**config.mk**
```make
export PLATFORM = sky130hd
export DESIGN_NAME = fetch_unit_flat
export DESIGN_NICKNAME = d
export VERILOG_FILES = /design/src/rtl/fetch_unit_pkg.sv /design/src/rtl/fetch_unit_if.sv /design/src/rtl/fetch_fifo.sv /design/src/rtl/fetch_unit.sv /design/src/flat_wrapper.sv
export SDC_FILE = /design/constraint.sdc
export NUM_CORES = 1
export LEC_CHECK = 0
export CAP_MARGIN = 25
export CELL_PAD_IN_SITES_DETAIL_PLACEMENT = 0
export CELL_PAD_IN_SITES_GLOBAL_PLACEMENT = 1
export CORE_ASPECT_RATIO = 1.2
export CORE_MARGIN = 2
export CORE_UTILIZATION = 40
export CTS_BUF_LIST = sky130_fd_sc_hd__clkbuf_4
export DETAILED_ROUTE_END_ITERATION = 10
export GPL_TIMING_DRIVEN = 0
export HOLD_SLACK_MARGIN = 0.03
export PLACE_DENSITY_LB_ADDON = 0.1
export SETUP_SLACK_MARGIN = 0.02
export SLEW_MARGIN = 5
export SYNTH_ARGS = -nofsm -noshare
export SYNTH_HDL_FRONTEND = slang
export SYNTH_HIERARCHICAL = 1
export SYNTH_SLANG_ARGS = --single-unit
```
**constraint.sdc**
```tcl
create_clock -name clk -period 8.9 [get_ports clk]
set_input_delay 2.225 -clock clk [delete_from_list [all_inputs] [get_ports clk]]
set_output_delay 2.225 -clock clk [all_outputs]
set_load 0.01 [all_outputs]
```
**src/rtl/fetch_unit_pkg.sv**
```systemverilog
// Shared types and constants for the instruction fetch stage.
package fetch_unit_pkg;

  localparam int XLEN      = 32;
  localparam int ILEN      = 32;
  localparam int BUF_DEPTH = 2;

  // addi x0, x0, 0 -- what IF/ID carries when it holds a bubble
  localparam logic [ILEN-1:0] NOP = 32'h0000_0013;

  typedef enum logic {
    ST_RUN           = 1'b0,
    ST_REDIRECT_WAIT = 1'b1
  } fetch_state_e;

  // One buffered fetch result: the word plus the PC it came from
  typedef struct packed {
    logic [XLEN-1:0] pc;
    logic [ILEN-1:0] instr;
  } ibuf_entry_t;

  // Occupancy of a 2-entry FIFO recovered from its full/empty flags
  function automatic logic [1:0] fifo_occ(input logic full, input logic empty);
    return full ? 2'd2 : (empty ? 2'd0 : 2'd1);
  endfunction

endpackage

```
**src/rtl/fetch_unit_if.sv**
```systemverilog
// Instruction memory request/grant/response channel.
interface fetch_unit_if;
  import fetch_unit_pkg::*;

  logic            req;
  logic [XLEN-1:0] addr;
  logic            gnt;
  logic            rvalid;
  logic [ILEN-1:0] rdata;

  modport master (output req, addr, input gnt, rvalid, rdata);
  modport slave  (input req, addr, output gnt, rvalid, rdata);

endinterface

```
**src/rtl/fetch_fifo.sv**
```systemverilog
// Two-entry FIFO with synchronous clear; used for granted addresses and fetched words.
module fetch_fifo #(
  parameter int W = 32
) (
  input  logic         clk,
  input  logic         rst_n,
  input  logic         clr_i,
  input  logic         push_i,
  input  logic [W-1:0] din_i,
  input  logic         pop_i,
  output logic [W-1:0] dout_o,
  output logic         full_o,
  output logic         empty_o
);

  logic [1:0][W-1:0] mem_q;
  logic              rd_q;
  logic              wr_q;
  logic [1:0]        cnt_q;
  logic              do_push;
  logic              do_pop;

  assign full_o  = (cnt_q == 2'd2);
  assign empty_o = (cnt_q == 2'd0);
  assign dout_o  = mem_q[rd_q];
  assign do_pop  = pop_i & ~empty_o & ~clr_i;
  // a push into a full FIFO is only legal when the head leaves in the same cycle
  assign do_push = push_i & ~clr_i & (~full_o | do_pop);

  // storage, pointers and count; clear drops contents but keeps stale data in place
  always_ff @(posedge clk or negedge rst_n) begin
    if (!rst_n) begin
      mem_q <= '0;
      rd_q  <= 1'b0;
      wr_q  <= 1'b0;
      cnt_q <= 2'd0;
    end else if (clr_i) begin
      rd_q  <= 1'b0;
      wr_q  <= 1'b0;
      cnt_q <= 2'd0;
    end else begin
      if (do_push) begin
        mem_q[wr_q] <= din_i;
        wr_q        <= ~wr_q;
      end
      if (do_pop) rd_q <= ~rd_q;
      cnt_q <= cnt_q + 2'(do_push) - 2'(do_pop);
    end
  end

endmodule

```
**src/rtl/fetch_unit.sv**
```systemverilog
// Instruction fetch stage: owns the fetch PC, talks to imem, buffers words, loads IF/ID.
module fetch_unit
  import fetch_unit_pkg::*;
#(
  parameter logic [XLEN-1:0] RESET_PC = 32'h0000_0000
) (
  input  logic            clk,
  input  logic            rst_n,
  input  logic            PCWrite,
  input  logic            IFIDWrite,
  input  logic            IFIDFlush,
  input  logic            PCSrc,
  input  logic [XLEN-1:0] BranchTarget,
  fetch_unit_if.master    imem,
  output logic [ILEN-1:0] IFIDInstr,
  output logic [XLEN-1:0] IFIDPC,
  output logic            IFIDValid
);

  fetch_state_e    state_q;
  logic            req_q;
  logic [XLEN-1:0] addr_q;
  logic [XLEN-1:0] tgt_q;
  logic [1:0]      kill_q;
  logic [ILEN-1:0] instr_q;
  logic [XLEN-1:0] ifpc_q;
  logic            valid_q;

  logic            granted, pend_nxt, rv_take, rv_live;
  logic            ifid_bubble, ifid_adv, issue;
  logic [XLEN-1:0] af_dout;
  logic            af_full, af_empty;
  ibuf_entry_t     ib_din, ib_dout;
  logic            ib_full, ib_empty, ib_push, ib_pop;
  logic [1:0]      af_occ_nxt, ib_occ_nxt;
  logic [2:0]      occ_nxt;

  assign imem.req  = req_q;
  assign imem.addr = addr_q;
  assign IFIDInstr = instr_q;
  assign IFIDPC    = ifpc_q;
  assign IFIDValid = valid_q;

  assign granted  = req_q & imem.gnt;
  assign pend_nxt = req_q & ~imem.gnt;
  // rvalid with nothing outstanding (orphan after reset) is ignored entirely
  assign rv_take  = imem.rvalid & ~af_empty;
  // killed entries and anything arriving alongside a redirect are wrong-path
  assign rv_live  = rv_take & (kill_q == 2'd0) & ~PCSrc;

  assign ifid_bubble = IFIDFlush | PCSrc;
  assign ifid_adv    = ~ifid_bubble & IFIDWrite;
  assign ib_pop      = ifid_adv & ~ib_empty;
  // bypass straight into IF/ID only when nothing older is waiting
  assign ib_push     = rv_live & ~(ifid_adv & ib_empty);
  assign ib_din      = '{pc: af_dout, instr: imem.rdata};

  // post-cycle occupancy; dead (killed) entries still hold address FIFO slots
  assign af_occ_nxt = fifo_occ(af_full, af_empty) + 2'(granted) - 2'(rv_take);
  assign ib_occ_nxt = PCSrc ? 2'd0 : fifo_occ(ib_full, ib_empty) + 2'(ib_push) - 2'(ib_pop);
  assign occ_nxt    = {1'b0, af_occ_nxt} + {1'b0, ib_occ_nxt};
  assign issue      = PCWrite & (occ_nxt < 3'(BUF_DEPTH));

  fetch_fifo #(.W(XLEN)) u_afifo (
    .clk     (clk),
    .rst_n   (rst_n),
    .clr_i   (1'b0),
    .push_i  (granted),
    .din_i   (addr_q),
    .pop_i   (rv_take),
    .dout_o  (af_dout),
    .full_o  (af_full),
    .empty_o (af_empty)
  );

  fetch_fifo #(.W($bits(ibuf_entry_t))) u_ibuf (
    .clk     (clk),
    .rst_n   (rst_n),
    .clr_i   (PCSrc),
    .push_i  (ib_push),
    .din_i   (ib_din),
    .pop_i   (ib_pop),
    .dout_o  (ib_dout),
    .full_o  (ib_full),
    .empty_o (ib_empty)
  );

  // fetch FSM: request issue, PC update, redirect bookkeeping
  always_ff @(posedge clk or negedge rst_n) begin
    if (!rst_n) begin
      state_q <= ST_RUN;
      req_q   <= 1'b0;
      addr_q  <= RESET_PC;
      tgt_q   <= RESET_PC;
      kill_q  <= 2'd0;
    end else begin
      // an ungranted request stays up at the same address no matter what
      req_q <= pend_nxt | issue;
      if (PCSrc) begin
        // everything granted and still in flight, plus a pending request, is wrong-path
        kill_q <= af_occ_nxt + 2'(pend_nxt);
        if (pend_nxt) begin
          state_q <= ST_REDIRECT_WAIT;
          tgt_q   <= BranchTarget;
        end else begin
          state_q <= ST_RUN;
          addr_q  <= BranchTarget;
        end
      end else begin
        if (rv_take && kill_q != 2'd0) kill_q <= kill_q - 2'd1;
        if (granted) begin
          state_q <= ST_RUN;
          addr_q  <= (state_q == ST_REDIRECT_WAIT) ? tgt_q : addr_q + XLEN'(4);
        end
      end
    end
  end

  // IF/ID register: bubble > hold > oldest buffered word > bypassed response > bubble
  always_ff @(posedge clk or negedge rst_n) begin
    if (!rst_n) begin
      valid_q <= 1'b0;
      instr_q <= NOP;
      ifpc_q  <= RESET_PC;
    end else if (ifid_bubble) begin
      valid_q <= 1'b0;
      instr_q <= NOP;
    end else if (IFIDWrite) begin
      if (!ib_empty) begin
        valid_q <= 1'b1;
        instr_q <= ib_dout.instr;
        ifpc_q  <= ib_dout.pc;
      end else if (rv_live) begin
        valid_q <= 1'b1;
        instr_q <= imem.rdata;
        ifpc_q  <= af_dout;
      end else begin
        valid_q <= 1'b0;
        instr_q <= NOP;
      end
    end
  end

endmodule

```
**src/flat_wrapper.sv**
```systemverilog
// flat-port wrapper written by rule: the top's interface ports become plain ports
module fetch_unit_flat import fetch_unit_pkg::*;
#(
  parameter logic [XLEN-1:0] RESET_PC = 32'h0000_0000
)
  (clk, rst_n, PCWrite, IFIDWrite, IFIDFlush, PCSrc, BranchTarget, IFIDInstr, IFIDPC, IFIDValid, imem_req, imem_addr, imem_gnt, imem_rvalid, imem_rdata);
  fetch_unit_if imem_i ();
  input  logic clk;
  input  logic rst_n;
  input  logic PCWrite;
  input  logic IFIDWrite;
  input  logic IFIDFlush;
  input  logic PCSrc;
  input  logic [XLEN-1:0] BranchTarget;
  output logic [ILEN-1:0] IFIDInstr;
  output logic [XLEN-1:0] IFIDPC;
  output logic IFIDValid;
  output wire logic [$bits(imem_i.req)-1:0] imem_req;
  output wire logic [$bits(imem_i.addr)-1:0] imem_addr;
  input wire logic [$bits(imem_i.gnt)-1:0] imem_gnt;
  input wire logic [$bits(imem_i.rvalid)-1:0] imem_rvalid;
  input wire logic [$bits(imem_i.rdata)-1:0] imem_rdata;
  assign imem_req = imem_i.req;
  assign imem_addr = imem_i.addr;
  assign imem_i.gnt = imem_gnt;
  assign imem_i.rvalid = imem_rvalid;
  assign imem_i.rdata = imem_rdata;
  fetch_unit #(.RESET_PC(RESET_PC)) u_core (.clk(clk), .rst_n(rst_n), .PCWrite(PCWrite), .IFIDWrite(IFIDWrite), .IFIDFlush(IFIDFlush), .PCSrc(PCSrc), .BranchTarget(BranchTarget), .imem(imem_i), .IFIDInstr(IFIDInstr), .IFIDPC(IFIDPC), .IFIDValid(IFIDValid));
endmodule
```
==> After elaboration in Yosys (flattened, before gate mapping) <==
Cells that the tools add are included.
{ "word_totals": {"latchBits": 0, "ff_bits": 333, "n_memories": 0, "ramBits": 0, "inputBits": 72, "romBits": 0} }
{ "op_classes": {"div": 0, "bitwise_logic": 32, "reduce_logical": 16, "mux": 39, "order_cmp": 7, "multipliers": 0, "n_eq_ne": 4, "n_addsub": 12, "shifts": 0} }
{ "op_table": {"columns": ["op", "n"], "rows": [
  ["32-bit 2-to-1 mux", 13],
  ["64-bit 2-to-1 mux", 3],
  ["128-bit bitwise mux", 1],
  ["64-bit bitwise mux", 1],
  ["64-bit demux with 1-bit select", 1],
  ["32-bit by 3-bit adder with 32-bit output (second input constant)", 1],
  ["32-bit demux with 1-bit select", 1],
  ["1-bit AND", 16],
  ["1-bit 2-to-1 mux", 13],
  ["2-bit 2-to-1 mux", 6],
  ["1-bit NOT", 12],
  ["2-bit nonzero test", 6],
  ["2-bit by 1-bit adder with 2-bit output", 5],
  ["1-bit by 2-bit < comparator with 1-bit output (second input constant)", 4],
  ["2-bit by 1-bit subtractor with 2-bit output", 4],
  ["2-bit logical NOT", 3],
  ["2-bit AND reduction", 3],
  ["2-bit equality test (second input constant)", 2],
  ["1-bit bitwise OR", 4],
  ["2-bit by 2-bit adder with 3-bit output", 1],
  ["1-bit logical AND", 3],
  ["3-bit by 2-bit < comparator with 1-bit output (second input constant)", 1],
  ["3-bit AND reduction", 1],
  ["1-bit greater-or-equal comparator (second input constant)", 2],
  ["other kinds (3)", 3]
]} }

==> Depth between registers and ports, before layout <==
Gate-level depths: netlist (run 1).
{ "logic_depth": {"ltp_word": 13, "mapped_depth": 14, "mapped_depth_nobuf": 12} }

==> Modules after synthesis <==
The synthesis (run 1) kept the hierarchy.
{ "by_module_without_submodules": {"columns": ["module", "seq_area_each_um2", "cells_per_inst", "n_inst", "area_per_inst_um2"], "rows": [
  ["fetch_unit", 3331.9, 660, 1, 6770.2],
  ["fetch_fifo at u_core.u_ibuf", 3303.2, 366, 1, 5984.5],
  ["fetch_fifo at u_core.u_afifo", 1701.6, 196, 1, 3111.7]
]} }

==> Least setup slack after synthesis (run 1) <==
No wires, ideal clock.
{ "synth_timing": {"kind": "in2reg", "startpoint": "input PCSrc", "endpoint": "register u_core.req_q (netlist: u_core/imem.req)", "required_ns": 8.782, "cell_stages": 11, "n_path_buf": 1, "path_slack_ns": 4.149, "arrival_time_ns": 4.633, "path_cell_list": "or3b_2 -> nand2b_1 -> inv_1 -> clkbuf_1 -> ha_1 -> inv_1 -> ha_1 -> and3_1 -> fa_1 -> nor2_1 -> a21o_1"} }
{ "synth_between": {"elab_cells_between_ends": 16, "classes_between": "3 x add/sub; 1 x order compare; 1 x mux; 11 x bitwise"} }
{ "synth_rtl": {"columns": ["item", "line", "rtl"], "rows": [
  ["start: declaration", "flat_wrapper.sv:13", "input logic PCSrc;"],
  ["1-bit bitwise OR", "fetch_unit.sv:51", "assign ifid_bubble = IFIDFlush | PCSrc;"],
  ["1-bit NOT", "fetch_unit.sv:52", "assign ifid_adv = ~ifid_bubble & IFIDWrite;"],
  ["1-bit AND", "fetch_unit.sv:52", null],
  ["1-bit AND", "fetch_unit.sv:53", "assign ib_pop = ifid_adv & ~ib_empty;"],
  ["named net u_core.ib_pop", "fetch_unit.sv:34", "logic ib_full, ib_empty, ib_push, ib_pop;"],
  ["2-bit by 1-bit subtractor with 2-bit output", "fetch_unit.sv:60", "assign ib_occ_nxt = PCSrc ? 2'd0 : fifo_occ(ib_full, ib_empty) + 2'(ib_push) - 2'(ib_pop);"],
  ["2-bit 2-to-1 mux", "fetch_unit.sv:60", null],
  ["2-bit by 2-bit adder with 3-bit output", "fetch_unit.sv:61", "assign occ_nxt = {1'b0, af_occ_nxt} + {1'b0, ib_occ_nxt};"],
  ["3-bit by 2-bit < comparator with 1-bit output", "fetch_unit.sv:62", "assign issue = PCWrite & (occ_nxt < 3'(BUF_DEPTH));"],
  ["1-bit AND", "fetch_unit.sv:62", null],
  ["1-bit bitwise OR", "fetch_unit.sv:98", "req_q <= pend_nxt | issue;"],
  ["end signal: assignment", "fetch_unit.sv:98", null],
  ["end: declaration", "fetch_unit.sv:21", "logic req_q;"]
]} }
The timed path passes the listed nets, and every way through them passes these cells.
A chain may end at the register's enable or synchronous reset.

==> Final worst setup path (run 1) <==
{ "layout_timing": {"startpoint": "input PCSrc", "endpoint": "register u_core.req_q (netlist: u_core/imem.req)"} }
{ "layout_between": {"elab_chain_len": 13, "elab_cells_between_ends": 16, "classes_between": "3 x add/sub; 1 x order compare; 1 x mux; 11 x bitwise"} }
{ "layout_rtl": {"columns": ["item", "line", "rtl"], "rows": [
  ["1-bit bitwise OR", "fetch_unit.sv:51", null],
  ["1-bit NOT", "fetch_unit.sv:52", null],
  ["1-bit AND", "fetch_unit.sv:52", null],
  ["1-bit AND", "fetch_unit.sv:55", "assign ib_push = rv_live & ~(ifid_adv & ib_empty);"],
  ["1-bit NOT", "fetch_unit.sv:55", null],
  ["1-bit AND (*)", "fetch_unit.sv:55", null],
  ["named net u_core.ib_push", "fetch_unit.sv:34", null],
  ["2-bit by 1-bit adder with 2-bit output (*)", "fetch_unit.sv:60", null],
  ["2-bit by 1-bit subtractor with 2-bit output (*)", "fetch_unit.sv:60", null],
  ["2-bit 2-to-1 mux (*)", "fetch_unit.sv:60", null],
  ["2-bit by 2-bit adder with 3-bit output (*)", "fetch_unit.sv:61", null],
  ["3-bit by 2-bit < comparator with 1-bit output (*)", "fetch_unit.sv:62", null],
  ["1-bit AND (*)", "fetch_unit.sv:62", null],
  ["1-bit bitwise OR (*)", "fetch_unit.sv:98", null]
]} }
The timed path passes the listed nets; every way through them passes the cells marked *.

==> results of run 1 <==
## cells in the final DEF (no fill, tap or decap), types with 36 or more instances in the layout
cell type / count
a21oi_1: 41
clkbuf_1: 37
clkbuf_4: 136
clkdlybuf4s50_1: 168
dfrtp_1: 330
inv_1: 51
mux2_2: 226
mux2_4: 90
mux2i_1: 36
nor2_1: 61
o21ai_0: 38
## sequential cells by signal (all words and copies together) (netlist names), 2 cells and up
signal / cells
u_core/u_ibuf/cnt_q: 2
u_core/u_afifo/mem_q: 64
u_core/u_afifo/cnt_q: 2
u_core/kill_q: 2
u_core/IFIDInstr: 32
u_core/imem.addr: 32
u_core/tgt_q: 32
u_core/u_ibuf/mem_q: 128
u_core/IFIDPC: 32
## worst max-delay path: stages
cell             delay, ns
clkdlybuf4s50_1       0.84
buf_2                 0.40
buf_1                 0.46
clkbuf_1              0.58
a311oi_1              0.24
ha_1                  0.30
xnor2_1               0.17
nor2_1                0.10
fa_1                  0.55
nor2_1                0.05
a21o_1                0.17
## cell families after synthesis
group | synth area share, %
flops | 52.54
other cells | 0.02363
fa+ha+maj | 0.9936
compound gates | 8.517
buf+inv | 3.832
simple gates | 6.316
xor+xnor | 0.6624
mux | 27.11
## worst paths after layout
path,to,slack [ns],cells after the start
min,u_core/IFIDValid,0.48,1
min reg2reg,u_core/IFIDValid,0.48,1
max reg2reg,u_core/imem.req,5.29,14
min in group asynchronous,u_core/IFIDInstr[7],1.47,1
max in group asynchronous,u_core/u_afifo/mem_q[3],6.20,3
max,u_core/imem.req,3.46,11
## power breakdown
part | internal [mW] | switching [mW]
Sequential | 1.91 | 0.314
Combinational | 0.759 | 0.546
Clock | 0.686 | 0.629
## area by class of cell
cell class	count	area (um^2)	share of cell area, %
Buffer	79	416.7	2.147
Timing Repair Buffer	172	1779	9.169
Multi-Input combinational cell	766	6948	35.80
Tap cell	526	658.1	3.392
Clock inverter	12	48.80	0.2515
Sequential cell	333	8337	42.96
Clock buffer	136	1021	5.261
Antenna cell	2	5.005	0.02579
Inverter	51	191.4	0.9865
## layer usage
metal  vias to the layer above  track usage (%)
li1                       5115                -
met1                      5584            26.89
met2                       327            34.78
met3                        63            3.967
met4                         0            7.671
met5                         -                0
## through the flow
stage	TNS, ns	cells
floorplan	0	1229
finish	0	2077
global route	0	2077
detailed placement	0	1927
CTS	0	2075
global placement	-3148.72	1924
==> results.json, run 1 <==
{
  "outcome": "completed",
  "p_per_area_mw_per_mm2": 249.9,
  "crit_fanout": 12,
  "dp_slack_ns": 2.748,
  "htree_levels": 3,
  "grt_overflow": 0,
  "ir_drop_mv": 0.1052,
  "cts_setup_buffers": 0,
  "critPathArrivalTime_ns": 6.10,
  "tightest_slew_ns": 0.9942,
  "cts_sinks": 333,
  "dr_total_vias": 11089,
  "nets": 1579,
  "wl_met2_um": 20510,
  "place_congestion": 0.8405,
  "netlist.area_leader.share_pct": 52.05,
  "dp_hpwl_um": 29400,
  "synth_edf_count": 0,
  "grt_max_degree": 107,
  "die_w_um": 185.8,
  "highest_layer": "met4",
  "finish.utilization_pct": 49.83,
  "critical_path_class": "input port to flop",
  "fin_skew_ns": 0.05579,
  "slew_viol_final": 0,
  "min_period_over_period_pct": 61.13,
  "antenna_left": 0,
  "syn-mean-instance-area_um2": 12.98,
  "synthTopCellsByArea": "dfrtp_1, mux2_2, mux2_4",
  "die_height_um": 222.2,
  "rsz0062_at_grt": "false",
  "io_pins": 170,
  "cts_buffers": 92,
  "r2r-start": "u_core/u_ibuf/cnt_q[1]",
  "hold_buffers": 0,
  "portBuffers": 169,
  "fillers": 3628,
  "yosys_warnings": 6,
  "design_area_mm2": 0.01940,
  "viasPerCell": 5.339,
  "core-area_mm2": 0.03894,
  "drv_cap": 0,
  "setup_viol": 0,
  "drtIter0Drc": 659,
  "wire_per_inst_um": 20.36,
  "synthesis.area_mm2": 0.01587,
  "grt_pass1_wl_um": 66160,
  "wl_met1_um": 18810,
  "hold_path.class": "flop to flop",
  "ys_top_cells_by_count": "dfrtp_1, mux2_2, mux2_4",
  "yosys.area.top_type": "dfrtp_1",
  "die-area_mm2": 0.04128,
  "fmax_ghz": 0.1838,
  "antenna_found_initial": 1,
  "slew_headroom_pct": 33.11,
  "routed_wl_um": 42290,
  "clk_latency_ns": 0.81,
  "p_leak_nw": 9.165,
  "cts_resized": 0,
  "start_util_pct": 40.74,
  "holdWs_ns": 0.4790,
  "start_kind": "input port",
  "total_power_mw": 4.848,
  "cts_tree": "yes",
  "root_buffer": "clkbuf_4",
  "startpoint": "PCSrc",
  "fin_ws_ns": 3.459,
  "clkTransAtPathRegs_ns": 0.06,
  "syn_inst": 1222,
  "drt-pass1-iter-count": 7,
  "grt_pass1_vias": 11537,
  "crit_required_ns": 9.56,
  "placed_area_mm2": 0.01833,
  "hold_viol_final": 0,
  "track_usage_pct": 20.88,
  "synthFlopType": "dfrtp_1",
  "wl_met3_um": 2147,
  "synth-seq-cells": 333,
  "syn2layout_area_growth_pct": 22.30,
  "clockBufferDepth": 3,
  "drcViolationCount": 0,
  "post_route_cells_drive_above_1_share_pct": 32.80,
  "synth.most_common_cell": "dfrtp_1",
  "synthArstFlopShare_pct": 100.0,
  "end_kind": "flop",
  "yosysSeqAreaShare_pct": 52.54,
  "fin_crit_ns": 5.441,
  "rows": 79,
  "hp-start": "u_core/IFIDValid",
  "ys_types": 70
}
Note: power is estimated with default switching activity, not from simulation.
==> run 2: changes to the inputs <==
Clock period 8.9 ns to 4.4 ns, I/O delays scaled along.
==> run 2 against run 1 <==
Net effect:
- first-iteration DRC count grew 0.30%
- combinational power grew 100%
- critical path type unchanged
- sequential power grew 100%
- clock power grew 100%
- register-to-register slack lost 4.5 ns
- utilization is essentially flat
- non-clock buffer count is the same
- flip-flop and latch count is the same
- critical path depth grew 1
- clock skew shrank 0.0010 ns
- cell count is the same
==> results.json, run 2 (synthesis results as in run 1) <==
{
  "final_common_cell": "dfrtp_1",
  "final_cell_mix": "dfrtp_1, mux2_2, clkdlybuf4s50_1, clkbuf_4, mux2_4",
  "critical_path_class": "input port to flop",
  "syn2layout_area_growth_pct": 22.31,
  "viasPerCell": 5.338,
  "rows": 79,
  "start_kind": "input port",
  "pwr-share-seq_pct": 46.0,
  "routed_wl_um": 42310,
  "design_area_mm2": 0.01941,
  "p_per_area_mw_per_mm2": 505.3,
  "top_register": "u_core/u_ibuf/mem_q",
  "die_w_um": 185.8,
  "die-area_mm2": 0.04128,
  "dp_hpwl_um": 29400,
  "switchingPower_mw": 3.011,
  "switching_share_pct": 30.70,
  "largest_reg_flops": 128,
  "core-area_mm2": 0.03894,
  "drv_cap": 0,
  "grt_pass1_vias": 11537,
  "start_util_pct": 40.74,
  "rsz0062_at_grt": "false",
  "outcome": "completed",
  "portBuffers": 169,
  "drt-pass1-iter-count": 7,
  "dr_total_vias": 11088,
  "drtIter0Drc": 661,
  "hold_path.class": "input port to async pin",
  "io_pins": 170,
  "root_buffer": "clkbuf_4",
  "placed_area_mm2": 0.01833,
  "wire_per_inst_um": 20.37,
  "grt_pass1_wl_um": 66160,
  "min_period_over_period_pct": 94.84,
  "crit_required_ns": 5.06,
  "reg_top3": "u_core/u_ibuf/mem_q (128), u_core/u_afifo/mem_q (64)",
  "cpMaxStageDelayCell": "clkdlybuf4s50_1",
  "fmax_ghz": 0.2396,
  "slew_viol_final": 0,
  "crit_fanout": 12,
  "clkTransAtPathRegs_ns": 0.06,
  "fin_crit_ns": 4.173,
  "ir_drop_mv": 0.2141,
  "place_congestion": 0.8405,
  "clk_latency_ns": 0.81,
  "critPathArrivalTime_ns": 4.83,
  "cellInternalPower_mw": 6.795,
  "setup_viol": 0,
  "antenna_found_initial": 1,
  "grt_overflow": 0,
  "hold_viol_final": 0,
  "grt_max_degree": 107,
  "drcViolationCount": 0,
  "slew_headroom_pct": 32.35,
  "post_route_cells_drive_above_1_share_pct": 32.86,
  "clockBufferDepth": 3,
  "p_leak_nw": 9.168,
  "die_height_um": 222.2,
  "fin_skew_ns": 0.05479,
  "cpPeakStageDelay_ns": 0.71,
  "antenna_left": 0,
  "htree_levels": 3,
  "cts_buffers": 92,
  "end_kind": "flop",
  "hold_buffers": 0,
  "tightest_slew_ns": 1.005,
  "nets": 1579,
  "path_cells": "clkdlybuf4s50_1 -> or3b_2 -> nand2b_1 -> inv_1 -> clkbuf_1 -> ha_1 -> inv_1 -> ha_1 -> and3_1 -> fa_1 -> nor2_1 -> a21o_1",
  "combPwrFrac_pct": 26.9,
  "cts_tree": "yes",
  "pwr-share-clk_pct": 27.1,
  "cts_sinks": 333,
  "track_usage_pct": 20.88,
  "fin_tns_setup_ns": 0
}
==> run 2: cell counts in the layout (fill, tap and decap cells not counted) <==
No cell type changed its count.
==> run 2: per-layer routing <==
metal | part of all wire [%] | routed length, um | track usage, % | vias to the layer above
li1 | - | - | - | 5114
met1 | 44 | 18700 | 26.89 | 5591
met2 | 49 | 20620 | 34.78 | 325
met3 | 5.2 | 2207 | 3.967 | 58
met4 | 1.8 | 780 | 7.671 | 0
met5 | 0 | 0 | 0 | -
==> run 2: repair_timing <==
item | 4_1_cts | 5_1_grt
buffers inserted | 0 | 0
gates resized for setup | 0 | 2
setup endpoints to repair | 0 | 1
==> run 2: per-stage QoR <==
stage	hold slack [ns]	setup WS [ns]	utilization (%)	power, mW	cells
after floorplan	0.4522	0.7737	-	5.979	1229
after global placement	0.4622	-12.92	46.84	7.156	1924
after detailed placement	0.4729	-0.6268	47.07	7.222	1927
after CTS	0.3394	0.1742	49.81	9.979	2075
after global routing	0.3965	0.06563	49.83	10.47	2077
final	0.3449	0.2272	49.83	9.806	2077
==> run 2: area by class of cell <==
class                   count  area, um^2
multi-input cells         766        6948
clock inverters            12       48.80
well taps                 526       658.1
inverters                  51       191.4
diodes                      2       5.005
fillers                  3629       19540
clock buffers             136        1021
flip-flops and latches    333        8337
plain buffers              79       417.9
repair buffers            172        1779
==> run 2: worst max-delay path, delay by kind of cell <==
family                     cells  cell delay [ns]
AOI/OAI and AO/OA              1             0.17
adders and majority gates      3             1.06
buffers and inverters          4             1.42
and+or+nand+nor                4             1.08
==> run 2: worst paths after layout <==
check                                             from                       to  slack (ns)  depth (start not counted)
min in group clk                      u_core/IFIDValid         u_core/IFIDValid        0.48                          1
worst min-delay path                             rst_n      u_core/IFIDInstr[7]        0.34                          1
worst max-delay path                             PCSrc          u_core/imem.req        0.23                         12
worst max register to register  u_core/u_ibuf/cnt_q[1]          u_core/imem.req        0.81                         14
worst min register to register        u_core/IFIDValid         u_core/IFIDValid        0.48                          1
max in group asynchronous                        rst_n  u_core/u_afifo/mem_q[3]        2.83                          3
==> run 2: power groups by stage <==
stage / registers (mW) / logic (mW) / clock network, mW
6_report: 4.51 / 2.64 / 2.66
5_1_grt: 4.63 / 2.88 / 2.96
4_1_cts: 4.52 / 2.67 / 2.79
3_5_place_dp: 4.57 / 2.66 / 0
3_3_place_gp: 4.55 / 2.61 / 0
2_1_floorplan: 4.45 / 1.53 / 0
